File: config.mk
export PLATFORM = sky130hd
export DESIGN_NAME = uart_rx_flat
export DESIGN_NICKNAME = d
export VERILOG_FILES = /design/src/rtl/uart_pkg.sv /design/src/rtl/uart_rx_if.sv /design/src/rtl/sync_fifo_with_clear.sv /design/src/rtl/uart_rx.sv /design/src/flat_wrapper.sv
export SDC_FILE = /design/constraint.sdc
export NUM_CORES = 1
export LEC_CHECK = 0
export CAP_MARGIN = 25
export CORE_MARGIN = 2
export CORE_UTILIZATION = 55
export CTS_BUF_LIST = sky130_fd_sc_hd__clkbuf_16
export DETAILED_ROUTE_END_ITERATION = 10
export PLACE_DENSITY = 0.81
export SETUP_SLACK_MARGIN = 0.5
export SYNTH_ARGS = -nofsm -noshare
export SYNTH_HDL_FRONTEND = slang
export SYNTH_SLANG_ARGS = --single-unit
File: constraint.sdc
create_clock -name clk -period 2.4 [get_ports clk]
set_input_delay 0.36 -clock clk [delete_from_list [all_inputs] [get_ports clk]]
set_output_delay 0.36 -clock clk [all_outputs]
set_load 0.005 [all_outputs]
File: src/rtl/uart_pkg.sv
// UART shared definitions: receiver/transmitter state set and the
// fill-threshold code mapping used by the RX interrupt.
package uart_pkg;

  typedef enum logic [2:0] {
    IDLE,
    START,
    DATA,
    PARITY,
    STOP0,
    STOP1
  } uart_state_t;

  // Code 0 means one byte; codes 1..7 mean twice the code.
  function automatic logic [4:0] thr_bytes(input logic [2:0] code);
    thr_bytes = (code == 3'd0) ? 5'd1 : {1'b0, code, 1'b0};
  endfunction

endpackage

File: src/rtl/uart_rx_if.sv
// UART RX register-block bus: FIFO drain, status,
// threshold and sticky error flags.
interface uart_rx_if;
  logic [2:0] i_threshold_value;
  logic       o_threshold;
  logic       i_fifo_rd_en;
  logic [7:0] o_fifo_rd_data;
  logic       i_fifo_clear;
  logic       o_fifo_full;
  logic       o_fifo_empty;
  logic       i_error_clear;
  logic       o_overflow_error;
  logic       o_parity_error;
  logic       o_frame_error;

  modport master (
    output i_threshold_value,
    output i_fifo_rd_en,
    output i_fifo_clear,
    output i_error_clear,
    input  o_threshold,
    input  o_fifo_rd_data,
    input  o_fifo_full,
    input  o_fifo_empty,
    input  o_overflow_error,
    input  o_parity_error,
    input  o_frame_error
  );

  modport slave (
    input  i_threshold_value,
    input  i_fifo_rd_en,
    input  i_fifo_clear,
    input  i_error_clear,
    output o_threshold,
    output o_fifo_rd_data,
    output o_fifo_full,
    output o_fifo_empty,
    output o_overflow_error,
    output o_parity_error,
    output o_frame_error
  );
endinterface

File: src/rtl/sync_fifo_with_clear.sv
// Single-clock FIFO with synchronous flush and an optional
// second read-data register.
module sync_fifo_with_clear #(
  parameter int DATA_WIDTH            = 8,
  parameter int DEPTH                 = 16,
  parameter int EXTRA_OUTPUT_REGISTER = 1,
  localparam int AW = (DEPTH > 1) ? $clog2(DEPTH) : 1
) (
  input  logic                  clk,
  input  logic                  rst_n,
  input  logic                  clear,
  input  logic                  wr_en,
  input  logic [DATA_WIDTH-1:0] wr_data,
  input  logic                  rd_en,
  output logic [DATA_WIDTH-1:0] rd_data,
  output logic                  full,
  output logic                  empty,
  output logic [AW:0]           count
);

  logic [DATA_WIDTH-1:0] mem [DEPTH];
  logic [AW-1:0]         wr_ptr;
  logic [AW-1:0]         rd_ptr;
  logic [DATA_WIDTH-1:0] rd_q;
  logic                  wr_ok;
  logic                  rd_ok;

  assign full  = (count == (AW+1)'(DEPTH));
  assign empty = (count == '0);
  assign wr_ok = wr_en && !full;
  assign rd_ok = rd_en && !empty;

  always_ff @(posedge clk) begin
    if (wr_ok) mem[wr_ptr] <= wr_data;
  end

  always_ff @(posedge clk) begin
    if (!rst_n || clear) begin
      wr_ptr <= '0;
      rd_ptr <= '0;
      count  <= '0;
    end else begin
      if (wr_ok) wr_ptr <= wr_ptr + AW'(1);
      if (rd_ok) rd_ptr <= rd_ptr + AW'(1);
      unique case ({wr_ok, rd_ok})
        2'b10:   count <= count + (AW+1)'(1);
        2'b01:   count <= count - (AW+1)'(1);
        default: count <= count;
      endcase
    end
  end

  always_ff @(posedge clk) begin
    if (!rst_n) rd_q <= '0;
    else if (rd_ok) rd_q <= mem[rd_ptr];
  end

  generate
    if (EXTRA_OUTPUT_REGISTER != 0) begin : g_xreg
      always_ff @(posedge clk) begin
        if (!rst_n) rd_data <= '0;
        else rd_data <= rd_q;
      end
    end else begin : g_noreg
      assign rd_data = rd_q;
    end
  endgenerate

endmodule

File: src/rtl/uart_rx.sv
// UART receiver: 16x oversampled deserialiser feeding an RX FIFO,
// with sticky error flags and a fill-level threshold.
module uart_rx
  import uart_pkg::*;
#(
  parameter int FIFO_DEPTH = 16
) (
  input  logic       clk,
  input  logic       rst_n,
  input  logic       i_parity,
  input  logic [1:0] i_data_bits,
  input  logic       i_stop_bits,
  input  logic       i_use_parity,
  input  logic       i_rx_strb,
  output logic       o_rx_strb_en,
  input  logic       i_uart_rx,
  uart_rx_if.slave   bus
);

  localparam int CW = $clog2(FIFO_DEPTH) + 1;

  logic        rx_m;
  logic        rx_s;
  uart_state_t state;
  logic [3:0]  tick;
  logic [2:0]  bit_cnt;
  logic [7:0]  shreg;
  logic [7:0]  sh_next;
  logic        par_acc;
  logic [1:0]  cfg_bits;
  logic        cfg_par_en;
  logic        cfg_stop2;
  logic        par_pend;
  logic        frm_pend;
  logic        done;
  logic        mid_bit;
  logic        end_bit;
  logic [2:0]  last_bit;
  logic [CW-1:0] fill;

  always_ff @(posedge clk) begin
    if (!rst_n) begin
      rx_m <= 1'b1;
      rx_s <= 1'b1;
    end else begin
      rx_m <= i_uart_rx;
      rx_s <= rx_m;
    end
  end

  assign mid_bit  = i_rx_strb && (tick == 4'd7);
  assign end_bit  = i_rx_strb && (tick == 4'd15);
  assign last_bit = 3'd4 + {1'b0, cfg_bits};
  assign sh_next  = {rx_s, shreg[7:1]};

  always_ff @(posedge clk) begin
    if (!rst_n) begin
      state        <= IDLE;
      o_rx_strb_en <= 1'b0;
      tick         <= '0;
      bit_cnt      <= '0;
      shreg        <= '0;
      par_acc      <= 1'b0;
      cfg_bits     <= '0;
      cfg_par_en   <= 1'b0;
      cfg_stop2    <= 1'b0;
      par_pend     <= 1'b0;
      frm_pend     <= 1'b0;
      done         <= 1'b0;
    end else begin
      done <= 1'b0;
      if (i_rx_strb) tick <= tick + 4'd1;
      unique case (state)
        IDLE: begin
          if (!rx_s) begin
            state        <= START;
            o_rx_strb_en <= 1'b1;
            tick         <= '0;
            bit_cnt      <= '0;
            cfg_bits     <= i_data_bits;
            cfg_par_en   <= i_use_parity;
            cfg_stop2    <= i_stop_bits;
            par_acc      <= i_parity;
            par_pend     <= 1'b0;
            frm_pend     <= 1'b0;
          end
        end
        START: begin
          if (mid_bit) begin
            tick    <= '0;
            bit_cnt <= '0;
            if (rx_s) begin
              state        <= IDLE;
              o_rx_strb_en <= 1'b0;
            end else begin
              state <= DATA;
            end
          end
        end
        DATA: begin
          if (end_bit) begin
            shreg   <= sh_next;
            par_acc <= par_acc ^ rx_s;
            bit_cnt <= bit_cnt + 3'd1;
            if (bit_cnt == last_bit) begin
              // Short words arrive in the top bits; right-justify them.
              shreg   <= sh_next >> (2'd3 - cfg_bits);
              tick    <= '0;
              bit_cnt <= '0;
              state   <= cfg_par_en ? PARITY : STOP0;
            end
          end
        end
        PARITY: begin
          if (end_bit) begin
            par_pend <= (rx_s != par_acc);
            tick     <= '0;
            bit_cnt  <= '0;
            state    <= STOP0;
          end
        end
        STOP0: begin
          if (end_bit) begin
            if (!rx_s) frm_pend <= 1'b1;
            tick    <= '0;
            bit_cnt <= '0;
            if (cfg_stop2) begin
              state <= STOP1;
            end else begin
              state        <= IDLE;
              o_rx_strb_en <= 1'b0;
              done         <= 1'b1;
            end
          end
        end
        STOP1: begin
          if (end_bit) begin
            if (!rx_s) frm_pend <= 1'b1;
            tick         <= '0;
            bit_cnt      <= '0;
            state        <= IDLE;
            o_rx_strb_en <= 1'b0;
            done         <= 1'b1;
          end
        end
        default: begin
          state        <= IDLE;
          o_rx_strb_en <= 1'b0;
        end
      endcase
    end
  end

  // A flag set in the same cycle as a clear must survive.
  always_ff @(posedge clk) begin
    if (!rst_n) begin
      bus.o_overflow_error <= 1'b0;
      bus.o_parity_error   <= 1'b0;
      bus.o_frame_error    <= 1'b0;
    end else begin
      if (bus.i_error_clear) begin
        bus.o_overflow_error <= 1'b0;
        bus.o_parity_error   <= 1'b0;
        bus.o_frame_error    <= 1'b0;
      end
      if (done) begin
        if (bus.o_fifo_full) bus.o_overflow_error <= 1'b1;
        if (par_pend)        bus.o_parity_error   <= 1'b1;
        if (frm_pend)        bus.o_frame_error    <= 1'b1;
      end
    end
  end

  always_ff @(posedge clk) begin
    if (!rst_n) bus.o_threshold <= 1'b0;
    else bus.o_threshold <=
      32'(fill) >= 32'(thr_bytes(bus.i_threshold_value));
  end

  sync_fifo_with_clear #(
    .DATA_WIDTH            (8),
    .DEPTH                 (FIFO_DEPTH),
    .EXTRA_OUTPUT_REGISTER (1)
  ) u_fifo (
    .clk     (clk),
    .rst_n   (rst_n),
    .clear   (bus.i_fifo_clear),
    .wr_en   (done),
    .wr_data (shreg),
    .rd_en   (bus.i_fifo_rd_en),
    .rd_data (bus.o_fifo_rd_data),
    .full    (bus.o_fifo_full),
    .empty   (bus.o_fifo_empty),
    .count   (fill)
  );

endmodule
File: src/flat_wrapper.sv
// flat-port wrapper written by rule: the top's interface ports become plain ports
module uart_rx_flat import uart_pkg::*;
#(
  parameter int FIFO_DEPTH = 16
)
  (clk, rst_n, i_parity, i_data_bits, i_stop_bits, i_use_parity, i_rx_strb, o_rx_strb_en, i_uart_rx, bus_i_threshold_value, bus_i_fifo_rd_en, bus_i_fifo_clear, bus_i_error_clear, bus_o_threshold, bus_o_fifo_rd_data, bus_o_fifo_full, bus_o_fifo_empty, bus_o_overflow_error, bus_o_parity_error, bus_o_frame_error);
  uart_rx_if bus_i ();
  input  logic clk;
  input  logic rst_n;
  input  logic i_parity;
  input  logic [1:0] i_data_bits;
  input  logic i_stop_bits;
  input  logic i_use_parity;
  input  logic i_rx_strb;
  output logic o_rx_strb_en;
  input  logic i_uart_rx;
  input wire logic [$bits(bus_i.i_threshold_value)-1:0] bus_i_threshold_value;
  input wire logic [$bits(bus_i.i_fifo_rd_en)-1:0] bus_i_fifo_rd_en;
  input wire logic [$bits(bus_i.i_fifo_clear)-1:0] bus_i_fifo_clear;
  input wire logic [$bits(bus_i.i_error_clear)-1:0] bus_i_error_clear;
  output wire logic [$bits(bus_i.o_threshold)-1:0] bus_o_threshold;
  output wire logic [$bits(bus_i.o_fifo_rd_data)-1:0] bus_o_fifo_rd_data;
  output wire logic [$bits(bus_i.o_fifo_full)-1:0] bus_o_fifo_full;
  output wire logic [$bits(bus_i.o_fifo_empty)-1:0] bus_o_fifo_empty;
  output wire logic [$bits(bus_i.o_overflow_error)-1:0] bus_o_overflow_error;
  output wire logic [$bits(bus_i.o_parity_error)-1:0] bus_o_parity_error;
  output wire logic [$bits(bus_i.o_frame_error)-1:0] bus_o_frame_error;
  assign bus_i.i_threshold_value = bus_i_threshold_value;
  assign bus_i.i_fifo_rd_en = bus_i_fifo_rd_en;
  assign bus_i.i_fifo_clear = bus_i_fifo_clear;
  assign bus_i.i_error_clear = bus_i_error_clear;
  assign bus_o_threshold = bus_i.o_threshold;
  assign bus_o_fifo_rd_data = bus_i.o_fifo_rd_data;
  assign bus_o_fifo_full = bus_i.o_fifo_full;
  assign bus_o_fifo_empty = bus_i.o_fifo_empty;
  assign bus_o_overflow_error = bus_i.o_overflow_error;
  assign bus_o_parity_error = bus_i.o_parity_error;
  assign bus_o_frame_error = bus_i.o_frame_error;
  uart_rx #(.FIFO_DEPTH(FIFO_DEPTH)) u_core (.clk(clk), .rst_n(rst_n), .i_parity(i_parity), .i_data_bits(i_data_bits), .i_stop_bits(i_stop_bits), .i_use_parity(i_use_parity), .i_rx_strb(i_rx_strb), .o_rx_strb_en(o_rx_strb_en), .i_uart_rx(i_uart_rx), .bus(bus_i));
endmodule
==> reports/summary.txt <==
Total number of vias -> 5,274
CTS tree -> built
Comb pwr share -> 1.5%
Antenna fix cells -> 0
Rel. slew slack -> 51.93%
Syn_nets -> 646
Cell Area, Synth -> 7975 um^2
Run status -> complete, but fails checks
Clock Tree Buf Depth -> 2
R2R Path Start -> u_core.u_fifo.count[3]$_SDFFE_PP0P_
Slowest cell on the critical path -> dfxtp_4
Post-synth ARST share -> 0%
Slew Viols, Final -> 0
WL per Instance -> 20.68 um
Clk slew on worst S/H paths -> 0.07 ns
Vias in the first global route -> 5,065
Setup-failing EPs final -> 1
RSZ-0062 raised after global routing -> true
Vias per std cell -> 6.034
Row count -> 44
Ports -> 30
CP cell instances -> nor4_4, a21boi_1, buf_4, ha_4, buf_6, ha_4, a21o_1, a21oi_2, xor2_1, o21ai_1, nor2b_1
WS Path Type -> reg2reg
CORE AREA -> 14,370 um^2
TritonRoute pass-1 iters -> 5
Initial Util -> 55.50%
Peak Freq -> 411.5 MHz
Die height -> 124.4 um
EDFF count, synth -> 128
Most frequent cells in the layout -> 128 x edfxtp_1, 72 x mux2i_1, 56 x dfxtp_1
Net Sw Frac -> 20.38%
WP data required -> 2.70 ns
VDD IR max -> 0.5252 mV
Total Neg Setup Slack -> -0.03035 ns
CP top delay family -> compound AO/OA/AOI/OAI gates
Reg power frac -> 55.1%
Clock power share -> 43.3%
Final min period -> 2.430 ns
Syn-to-layout area delta -> 19.03%
DP HPWL -> 10,960 um
Final hold vios -> 0
Initial DRC count -> 552
Layout fillers -> 967
Setup WS pre-CTS -> -0.2232 ns
Final period util -> 101.3%
Power per standard cell area -> 663.3 nW/um^2
Worst path max stage delay -> 0.36 ns
Worst-margin pin slew -> 0.7201 ns
Worst-Skew Late Latency -> 0.43 ns
Total Wirelength -> 18,080 um
Avg Cell Area, Syn -> 12.97 um^2
P_sw -> 1284 uW
Sequential share of the synthesized area -> 63.76%
Number of hold buffers added after CTS -> 0
RePlAce Congestion -> 0.8780
ANT nets after route -> 0
Worst min path class -> reg2reg
P_int -> 5013 uW
Register-to-register path setup slack -> -0.03 ns
Failing checks -> negative setup slack
GRT Util Overall -> 22.54%
Sink Count -> 190
Share of cells above drive strength 1 -> 18.70%
Initial antenna violation count -> 0
HP Start -> u_core.rx_m$_SDFF_PN1_
H-tree depth -> 4
Worst path arrival time -> 2.73 ns
CP Launch Type -> flop
CP max FO -> 4
P_leak -> 0.002912 uW
Clock buffers created by TritonCTS -> 17
Clock skew -> 0.01057 ns
Residual DRC -> 0
Yosys Warn Count -> 0
Largest net degree at the start of global routing -> 36
Most common cell after layout, fill and taps aside -> edfxtp_1
Die Area -> 15,480 um^2
Crit end category -> flop
Remaining Overflow, GRT -> 0
Worst Setup SP -> u_core.u_fifo.count[3]$_SDFFE_PP0P_
Mapped Cells -> 615
First-pass GRT wire length -> 26,970 um
Max Cap Viol -> 0
Crit path top cell by count -> ha_4
Root Buffer -> clkbuf_16
Flops & latches, synth -> 190
Die width -> 124.4 um
Post-route setup slack -> -0.03035 ns
PortBufs -> 29
Distinct cells, synth -> 59
Nets@finish -> 708
CP Buf/Inv Count -> 2
Primary FF master, synth -> edfxtp_1
[flip-flops by register name, indices dropped and copies added (netlist names), 2 cells and up]
signal                 flops
u_core.u_fifo.count        5
u_core.cfg_bits            2
u_core.u_fifo.rd_data      8
u_core.state               3
u_core.u_fifo.mem        128
u_core.u_fifo.wr_ptr       4
u_core.tick                4
u_core.u_fifo.rd_q         8
u_core.bit_cnt             3
u_core.u_fifo.rd_ptr       4
u_core.shreg               8
[cells by family after synthesis]
group | synth area share (%)
simple gates | 10.50
buf+inv | 2.887
mux | 9.319
xor+xnor | 1.538
compound gates | 9.256
flops | 63.76
fa+ha+maj | 2.746
[metrics by stage]
| step | utilization [%] | std cells | hold slack, ns | cell area, um^2 | power, uW |
|---|---|---|---|---|---|
| after global routing | 66.07 | 874 | 0.4363 | 9493 | 6491 |
| after detailed placement | 60.03 | 827 | 0.3979 | 8626 | 3640 |
| final | 66.07 | 874 | 0.4087 | 9493 | 6297 |
| after floorplan | - | 615 | 0.3863 | 8008 | 3600 |
| after global placement | 59.91 | 824 | 0.3897 | 8608 | 3634 |
| after CTS | 64.84 | 863 | 0.4136 | 9316 | 6317 |
[worst paths after layout]
check	to	cells after the start
max	u_core.u_fifo.count[3]$_SDFFE_PP0P_	11
min	u_core.rx_s$_SDFF_PN1_	1
max reg2reg	u_core.u_fifo.count[3]$_SDFFE_PP0P_	11
min reg2reg	u_core.rx_s$_SDFF_PN1_	1
[routing by layer]
layer,global-route usage (%),part of all wire [%],up-vias
li1,-,-,2430
met1,27.24,40,2577
met2,39.28,52,235
met3,5.670,6.1,32
met4,7.931,2.1,0
met5,0,0,-
[power by group through the flow]
stage               sequential [uW]  combinational [uW]  clock (uW)
finish                         3470                97.2        2730
global route                   3470                 108        2910
floorplan                      3540                63.0           0
detailed placement             3550                94.7           0
global placement               3540                90.2           0
CTS                            3470                95.0        2750
[synth_stat cells (all sizes together) (4+ instances only)]
library cell / number / area [um^2]
edfxtp: 128 / 3844
mux2i: 72 / 720.7
dfxtp: 62 / 1241
nor2: 41 / 170.2
o21ai: 34 / 173.9
o22ai: 32 / 200.2
nand2: 29 / 108.9
buf: 21 / 125.1
a21oi: 20 / 100.1
ha: 15 / 187.7
clkbuf: 14 / 52.55
inv: 14 / 52.55
nand2b: 11 / 76.32
nor2b: 11 / 68.82
nor4: 10 / 75.07
a21boi: 9 / 71.32
and2: 9 / 56.30
xor2: 9 / 78.83
nand3: 8 / 40.04
nor3: 8 / 40.04
a22oi: 7 / 52.55
nand4: 6 / 52.55
xnor2: 5 / 43.79
nand3b: 4 / 30.03
[worst register-to-register path, cell delays in order, from the launching register on]
cell and delay, ns:
dfxtp_4 0.36, nor4_4 0.34, a21boi_1 0.11, buf_4 0.15, ha_4 0.18, buf_6 0.14
ha_4 0.24, a21o_1 0.20, a21oi_2 0.15, xor2_1 0.20, o21ai_1 0.10, nor2b_1 0.13
[final cells by class]
cell class	count	area, um^2	share of cell area, %
inverters	14	55.05	0.5799
well taps	184	230.2	2.425
repair buffers	78	694.4	7.315
clock inverters	14	131.4	1.384
clock buffers	18	450.4	4.745
multi-input cells	376	2831	29.83
flip-flops and latches	190	5100	53.72
[what timing repair did]
item | CTS | global route
pin swaps | 14 | 13
gates resized for setup | 24 | 21
endpoints found under the setup margin | 20 | 67
setup buffers | 4 | 11
Note: power is estimated with default switching activity, not from simulation.
